===== config.mk =====
export PLATFORM = sky130hd
export DESIGN_NAME = ysyx_22050612_lsu_flat
export DESIGN_NICKNAME = d
export VERILOG_FILES = /design/src/rtl/ysyx_22050612_lsu_if.sv /design/src/rtl/ysyx_22050612_lsu.sv /design/src/flat_wrapper.sv
export SDC_FILE = /design/constraint.sdc
export NUM_CORES = 1
export LEC_CHECK = 0
export ABC_CLOCK_PERIOD_IN_PS = 6000
export CELL_PAD_IN_SITES_DETAIL_PLACEMENT = 0
export CELL_PAD_IN_SITES_GLOBAL_PLACEMENT = 1
export CORE_AREA = 2 2 164 166
export DETAILED_ROUTE_END_ITERATION = 8
export DIE_AREA = 0 0 166 168
export DONT_BUFFER_PORTS = 1
export PLACE_DENSITY = 0.8
export SETUP_SLACK_MARGIN = 0.02
export SKIP_LAST_GASP = 1
export SLEW_MARGIN = 5
export SYNTH_ARGS = -nofsm -noshare
export SYNTH_HDL_FRONTEND = slang
export SYNTH_SLANG_ARGS = --single-unit
export TNS_END_PERCENT = 50

===== constraint.sdc =====
create_clock -name clk -period 6 [get_ports clk]
set_clock_uncertainty 0.05 [all_clocks]
set_input_delay 0.6 -clock clk [delete_from_list [all_inputs] [get_ports clk]]
set_output_delay 0.6 -clock clk [all_outputs]
set_load 0.02 [all_outputs]

===== src/rtl/ysyx_22050612_lsu_if.sv =====
// Request, memory and write-back signal bundle for ysyx_22050612_lsu.
// The LSU connects through the slave modport; the surrounding pipeline uses master.
interface ysyx_22050612_lsu_if;
  logic        in_valid;
  logic        in_ready;
  logic [63:0] in_addr;
  logic [63:0] in_wdata;
  logic        in_wen;
  logic [2:0]  in_funct3;
  logic [4:0]  in_rd;

  logic        mem_req_valid;
  logic        mem_req_ready;
  logic [63:0] mem_addr;
  logic        mem_wen;
  logic [63:0] mem_wdata;
  logic [7:0]  mem_wmask;
  logic        mem_rsp_valid;
  logic [63:0] mem_rdata;

  logic        out_valid;
  logic        out_ready;
  logic [63:0] out_data;
  logic [4:0]  out_rd;
  logic        out_misalign;

  modport slave (
    input  in_valid, in_addr, in_wdata, in_wen, in_funct3, in_rd,
    output in_ready,
    output mem_req_valid, mem_addr, mem_wen, mem_wdata, mem_wmask,
    input  mem_req_ready, mem_rsp_valid, mem_rdata,
    output out_valid, out_data, out_rd, out_misalign,
    input  out_ready
  );

  modport master (
    output in_valid, in_addr, in_wdata, in_wen, in_funct3, in_rd,
    input  in_ready,
    input  mem_req_valid, mem_addr, mem_wen, mem_wdata, mem_wmask,
    output mem_req_ready, mem_rsp_valid, mem_rdata,
    input  out_valid, out_data, out_rd, out_misalign,
    output out_ready
  );
endinterface


===== src/rtl/ysyx_22050612_lsu.sv =====
// RV64 load/store unit: one access at a time, store lane shifting, load align/extend.
// Define YSYX_22050612_LSU_MISALIGN_CHECK_EN to trap misaligned ops without a memory access.
module ysyx_22050612_lsu (
  input logic                  clk,
  input logic                  rst,
  ysyx_22050612_lsu_if.slave   lsu
);

  typedef enum logic [1:0] {StIdle, StReq, StWait, StDone} state_e;

  state_e      state_q, state_d;
  logic [63:0] addr_q, wdata_q;
  logic        wen_q;
  logic [2:0]  funct3_q;
  logic [4:0]  rd_q;
  logic [63:0] data_q, data_d;
  logic        misalign_q, misalign_d;

  logic        accept;
  logic        acc_misalign;
  logic [2:0]  off;
  logic [7:0]  size_mask;
  logic [15:0] wmask_full;
  logic [63:0] shifted;
  logic [63:0] load_data;

  assign accept = (state_q == StIdle) && lsu.in_valid;

`ifdef YSYX_22050612_LSU_MISALIGN_CHECK_EN
  always_comb begin
    acc_misalign = 1'b0;
    case (lsu.in_funct3[1:0])
      2'b01:   acc_misalign = lsu.in_addr[0];
      2'b10:   acc_misalign = |lsu.in_addr[1:0];
      2'b11:   acc_misalign = |lsu.in_addr[2:0];
      default: acc_misalign = 1'b0;
    endcase
  end
`else
  assign acc_misalign = 1'b0;
`endif

  assign off = addr_q[2:0];

  always_comb begin
    size_mask = 8'hff;
    case (funct3_q[1:0])
      2'b00:   size_mask = 8'h01;
      2'b01:   size_mask = 8'h03;
      2'b10:   size_mask = 8'h0f;
      default: size_mask = 8'hff;
    endcase
  end

  // Bytes that spill past the 8-byte word land in the upper half and are dropped.
  assign wmask_full = {8'h00, size_mask} << off;

  assign lsu.in_ready      = (state_q == StIdle);
  assign lsu.mem_req_valid = (state_q == StReq);
  assign lsu.mem_addr      = {addr_q[63:3], 3'b000};
  assign lsu.mem_wen       = wen_q;
  assign lsu.mem_wmask     = wen_q ? wmask_full[7:0] : 8'h00;
  assign lsu.mem_wdata     = wen_q ? (wdata_q << {off, 3'b000}) : 64'h0;
  assign lsu.out_valid     = (state_q == StDone);
  assign lsu.out_data      = data_q;
  assign lsu.out_rd        = rd_q;
  assign lsu.out_misalign  = misalign_q;

  // Logical shift fills zeros above the word end before extension.
  assign shifted = lsu.mem_rdata >> {off, 3'b000};

  always_comb begin
    load_data = shifted;
    case (funct3_q)
      3'b000:  load_data = {{56{shifted[7]}}, shifted[7:0]};
      3'b001:  load_data = {{48{shifted[15]}}, shifted[15:0]};
      3'b010:  load_data = {{32{shifted[31]}}, shifted[31:0]};
      3'b100:  load_data = {56'h0, shifted[7:0]};
      3'b101:  load_data = {48'h0, shifted[15:0]};
      3'b110:  load_data = {32'h0, shifted[31:0]};
      default: load_data = shifted;
    endcase
  end

  always_comb begin
    state_d    = state_q;
    data_d     = data_q;
    misalign_d = misalign_q;
    case (state_q)
      StIdle: begin
        if (lsu.in_valid) begin
          misalign_d = acc_misalign;
          if (acc_misalign) begin
            data_d  = 64'h0;
            state_d = StDone;
          end else begin
            state_d = StReq;
          end
        end
      end
      StReq: begin
        if (lsu.mem_req_ready) state_d = StWait;
      end
      StWait: begin
        if (lsu.mem_rsp_valid) begin
          data_d  = wen_q ? 64'h0 : load_data;
          state_d = StDone;
        end
      end
      StDone: begin
        if (lsu.out_ready) state_d = StIdle;
      end
      default: state_d = StIdle;
    endcase
  end

  always_ff @(posedge clk) begin
    if (rst) begin
      state_q    <= StIdle;
      addr_q     <= 64'h0;
      wdata_q    <= 64'h0;
      wen_q      <= 1'b0;
      funct3_q   <= 3'b000;
      rd_q       <= 5'd0;
      data_q     <= 64'h0;
      misalign_q <= 1'b0;
    end else begin
      state_q    <= state_d;
      data_q     <= data_d;
      misalign_q <= misalign_d;
      if (accept) begin
        addr_q   <= lsu.in_addr;
        wdata_q  <= lsu.in_wdata;
        wen_q    <= lsu.in_wen;
        funct3_q <= lsu.in_funct3;
        rd_q     <= lsu.in_rd;
      end
    end
  end

endmodule

===== src/flat_wrapper.sv =====
// flat-port wrapper written by rule: the top's interface ports become plain ports
module ysyx_22050612_lsu_flat 
  (clk, rst, lsu_in_valid, lsu_in_addr, lsu_in_wdata, lsu_in_wen, lsu_in_funct3, lsu_in_rd, lsu_in_ready, lsu_mem_req_valid, lsu_mem_addr, lsu_mem_wen, lsu_mem_wdata, lsu_mem_wmask, lsu_mem_req_ready, lsu_mem_rsp_valid, lsu_mem_rdata, lsu_out_valid, lsu_out_data, lsu_out_rd, lsu_out_misalign, lsu_out_ready);
  ysyx_22050612_lsu_if lsu_i ();
  input logic clk;
  input logic rst;
  input wire logic [$bits(lsu_i.in_valid)-1:0] lsu_in_valid;
  input wire logic [$bits(lsu_i.in_addr)-1:0] lsu_in_addr;
  input wire logic [$bits(lsu_i.in_wdata)-1:0] lsu_in_wdata;
  input wire logic [$bits(lsu_i.in_wen)-1:0] lsu_in_wen;
  input wire logic [$bits(lsu_i.in_funct3)-1:0] lsu_in_funct3;
  input wire logic [$bits(lsu_i.in_rd)-1:0] lsu_in_rd;
  output wire logic [$bits(lsu_i.in_ready)-1:0] lsu_in_ready;
  output wire logic [$bits(lsu_i.mem_req_valid)-1:0] lsu_mem_req_valid;
  output wire logic [$bits(lsu_i.mem_addr)-1:0] lsu_mem_addr;
  output wire logic [$bits(lsu_i.mem_wen)-1:0] lsu_mem_wen;
  output wire logic [$bits(lsu_i.mem_wdata)-1:0] lsu_mem_wdata;
  output wire logic [$bits(lsu_i.mem_wmask)-1:0] lsu_mem_wmask;
  input wire logic [$bits(lsu_i.mem_req_ready)-1:0] lsu_mem_req_ready;
  input wire logic [$bits(lsu_i.mem_rsp_valid)-1:0] lsu_mem_rsp_valid;
  input wire logic [$bits(lsu_i.mem_rdata)-1:0] lsu_mem_rdata;
  output wire logic [$bits(lsu_i.out_valid)-1:0] lsu_out_valid;
  output wire logic [$bits(lsu_i.out_data)-1:0] lsu_out_data;
  output wire logic [$bits(lsu_i.out_rd)-1:0] lsu_out_rd;
  output wire logic [$bits(lsu_i.out_misalign)-1:0] lsu_out_misalign;
  input wire logic [$bits(lsu_i.out_ready)-1:0] lsu_out_ready;
  assign lsu_i.in_valid = lsu_in_valid;
  assign lsu_i.in_addr = lsu_in_addr;
  assign lsu_i.in_wdata = lsu_in_wdata;
  assign lsu_i.in_wen = lsu_in_wen;
  assign lsu_i.in_funct3 = lsu_in_funct3;
  assign lsu_i.in_rd = lsu_in_rd;
  assign lsu_in_ready = lsu_i.in_ready;
  assign lsu_mem_req_valid = lsu_i.mem_req_valid;
  assign lsu_mem_addr = lsu_i.mem_addr;
  assign lsu_mem_wen = lsu_i.mem_wen;
  assign lsu_mem_wdata = lsu_i.mem_wdata;
  assign lsu_mem_wmask = lsu_i.mem_wmask;
  assign lsu_i.mem_req_ready = lsu_mem_req_ready;
  assign lsu_i.mem_rsp_valid = lsu_mem_rsp_valid;
  assign lsu_i.mem_rdata = lsu_mem_rdata;
  assign lsu_out_valid = lsu_i.out_valid;
  assign lsu_out_data = lsu_i.out_data;
  assign lsu_out_rd = lsu_i.out_rd;
  assign lsu_out_misalign = lsu_i.out_misalign;
  assign lsu_i.out_ready = lsu_out_ready;
  ysyx_22050612_lsu u_core (.clk(clk), .rst(rst), .lsu(lsu_i));
endmodule

==> results.txt <==
Status: finished clean
Vias/cell: 5.98
Worst Hold Class: in -> reg
DR vias: 9661
Top-area cell type share of the netlist area: 0.355
Clock buffer depth: 3
HP Start: rst
Max cap viols: 0
Relative slew slack: 0.288
CTS root buf: clkbuf_16
Post-place setup slack: 2430 ps
WS Path Type: reg -> out
Gr busiest metal: met2
Setup Buffers After CTS: 0
Synth Flop Type: dfxtp_1
Met2 global-route usage: 0.460
WL/cell: 24.4 um
Commonest cells in the netlist: nand2_1, dfxtp_1, a21oi_1, clkbuf_1, nor2_1
Reg-to-Reg End: u_core.lsu.out_data[40]$_SDFFE_PP0P_
Reg2reg path depth: 7
CP Cell Sequence: buf_4 > mux2_2 > nor2_1 > a21oi_1 > mux2i_1 > nor2b_1
Die height: 168 um
Setup WS post-layout: 1890 ps
Largest net degree at the start of global routing: 153
GRT Residual Overflow: 0
CP bufs+invs: 1
Hold path depth: 1
Total GRT Usage: 0.268
CP max stage cell: dfxtp_4
Final Hold Vio Count: 0
Post-layout minimum cycle time: 4110 ps
Synth warn: 0
Final HPWL DP: 28400 um
Synthesized area: 0.0114 sq mm
CP Data Required Time: 5350 ps
Crit end category: output pin
#FFs+latches synth: 203
Count leader, synth: nand2_1
Largest cells by area after synthesis: dfxtp_1, nand2_1, mux4_2
First-pass GRT wire length: 58600 um
Dominant cell type by area after synthesis: dfxtp_1
CTS tree: yes
Post-route ant nets: 0
Grt met1 use: 0.305
Ports: 417
IO Port Bufs: 0
First-pass DRT Iterations: 5
RSZ-0062 raised after global routing: false
Worst Tran Pin Value: 1060 ps
Syn avg cell area: 8.19 sq um
Initial DRC Count: 740
Antenna violations before repair: 2
DRC: 0
Register clock-pin slew on the reported worst setup and hold paths: 60 ps
Area taken by multi-input logic gates: 0.00640 sq mm
Cell family with most CP delay: multiplexers
TNS Setup: 0 ps
CTS Hold Bufs: 0
Hold Path Sink: u_core.addr_q[22]$_SDFFE_PP0P_
Die area: 0.0279 sq mm
Sequential-to-total area share from yosys stat: 0.355
LEAKAGE: 4.21 nW
Number of enable flip-flop cells after synthesis: 0
Clock Latency Late Sink: 540 ps
Crit start category: register
Crit Path Max Fanout: 69
Critical Path AT: 3460 ps
Placement Cell Area: 0.0110 sq mm
Share of flip-flops with an asynchronous set or reset: 0
Final Slew Violations: 0
Post-cts sizing count: 0
Peak VDD IR: 0.291 mV
CTS Buf Count: 24
Reg-to-reg startpoint: u_core.addr_q[0]$_SDFFE_PP0P_
Core footprint: 0.0264 sq mm
Gate Count Post-Synth: 1398
Vias in the first global route: 9339
Sequential Area: 0.00407 sq mm
Layout area overhead: 3.54%
Fmax: 0.243 GHz
Setup violators final: 0
Clock sinks: 203
Initial Utilization: 0.434
DIE WIDTH: 166 um
Power per cell area: 424 mW/mm^2
Register-to-Register Setup Slack: 2470 ps
Design Area, Final: 0.0118 sq mm
Cell variety after synth: 52
Routability congestion estimate: 0.896
Met3 usage: 0.0867
Final nets: 1468
Drt total wl: 39400 um
H-tree depth: 1
Layout cell share with drive strength beyond 1: 0.132
Period Utilization, post-route: 0.685
Fillers: 2646
Row cnt: 60
CP peak stage delay: 820 ps
==> per-stage QoR <==
step                      power, W  hold slack (ps)   util  instances
after global placement     0.00354              391  0.419       1572
after floorplan            0.00327              383      -       1401
after CTS                  0.00506             51.9  0.449       1614
final                      0.00503             77.8  0.450       1616
after global routing       0.00529             63.4  0.450       1616
after detailed placement   0.00356              401  0.419       1572
==> logic make-up (layout without fill, tap and decap cells) <==
family,after synthesis,after routing,synth area share
AND/OR/NAND/NOR,529,529,0.192
AO/OA/AOI/OAI,327,327,0.181
flip-flops,203,203,0.355
buffers and inverters,192,64,0.0889
multiplexers,142,142,0.178
adder cells (fa/ha/maj),4,4,0.00437
other,1,6,0.000328
==> worst reg2reg max path, delay by kind of cell (launching register included) <==
kind	cells	cell delay, ps
buf+inv	2	1320
simple gates	3	660
compound gates	2	510
flops	1	820
==> per-layer routing <==
metal | vias to the layer above | part of all wire | wire length [um]
li1 | 4478 | - | -
met1 | 4606 | 0.37 | 14600
met3 | 92 | 0.10 | 3930
met5 | - | 0 | 0
met2 | 485 | 0.49 | 19200
met4 | 0 | 0.045 | 1760
==> power breakdown <==
part	total (W)	switching (W)	internal (W)
clock	0.00150	0.000603	0.000894
combinational	0.00153	0.000991	0.000544
sequential	0.00200	0.000421	0.00158
total	0.00503	0.00202	0.00301
==> how the worst max path moves through the flow <==
stage	from	end	slack (ps)	depth (start not counted)
final	u_core.addr_q[0]$_SDFFE_PP0P_	lsu_mem_wdata[57]	1890	6
after global routing	u_core.addr_q[0]$_SDFFE_PP0P_	lsu_mem_wdata[62]	1630	6
after CTS	u_core.addr_q[0]$_SDFFE_PP0P_	lsu_mem_wdata[57]	1850	6
after detailed placement	u_core.addr_q[0]$_SDFFE_PP0P_	lsu_mem_wdata[57]	2430	6
after global placement	u_core.addr_q[0]$_SDFFE_PP0P_	lsu_mem_wdata[57]	2440	6
after floorplan	u_core.addr_q[1]$_SDFFE_PP0P_	lsu_mem_wdata[0]	3140	6
==> state kept, by name, summed over array words and instances, names as in the netlist <==
| name | cells |
|---|---|
| u_core.lsu.out_data | 64 |
| u_core.state_q | 2 |
| u_core.addr_q | 64 |
| u_core.wdata_q | 64 |
| u_core.funct3_q | 3 |
| u_core.lsu.out_rd | 5 |
| u_core.lsu.mem_wen | 1 |
==> final cells by class <==
class,instances,area share
diodes,2,0.000422
flip-flops and latches,203,0.344
well taps,341,0.0360
clock inverters,8,0.0107
inverters,11,0.00348
clock buffers,34,0.0582
repair buffers,11,0.00697
multi-input cells,1006,0.541
==> cell usage in the layout, fill, tap and decap left out, types with 3 or more instances in the layout <==
cell type,netlist,layout
nand2_1,374,373
dfxtp_1,203,200
a21oi_1,178,177
nor2_1,67,67
mux2i_1,65,65
mux4_2,45,45
o21ai_0,39,39
nor2b_1,28,28
mux2_2,28,28
and2_1,27,26
clkbuf_16,0,25
o21ai_2,18,18
a22oi_1,17,17
o211ai_1,15,15
a221oi_1,14,14
nor3_1,15,13
o31ai_2,12,12
buf_4,65,11
inv_1,9,9
a22o_1,8,8
nand3_1,6,6
clkbuf_1,72,6
or3_1,5,5
a2bb2oi_1,4,4
o22a_1,4,4
a221o_1,4,4
ha_1,4,4
conb_1,1,4
mux2_4,3,3
clkbuf_8,0,3
Note: power is estimated with default switching activity, not from simulation.
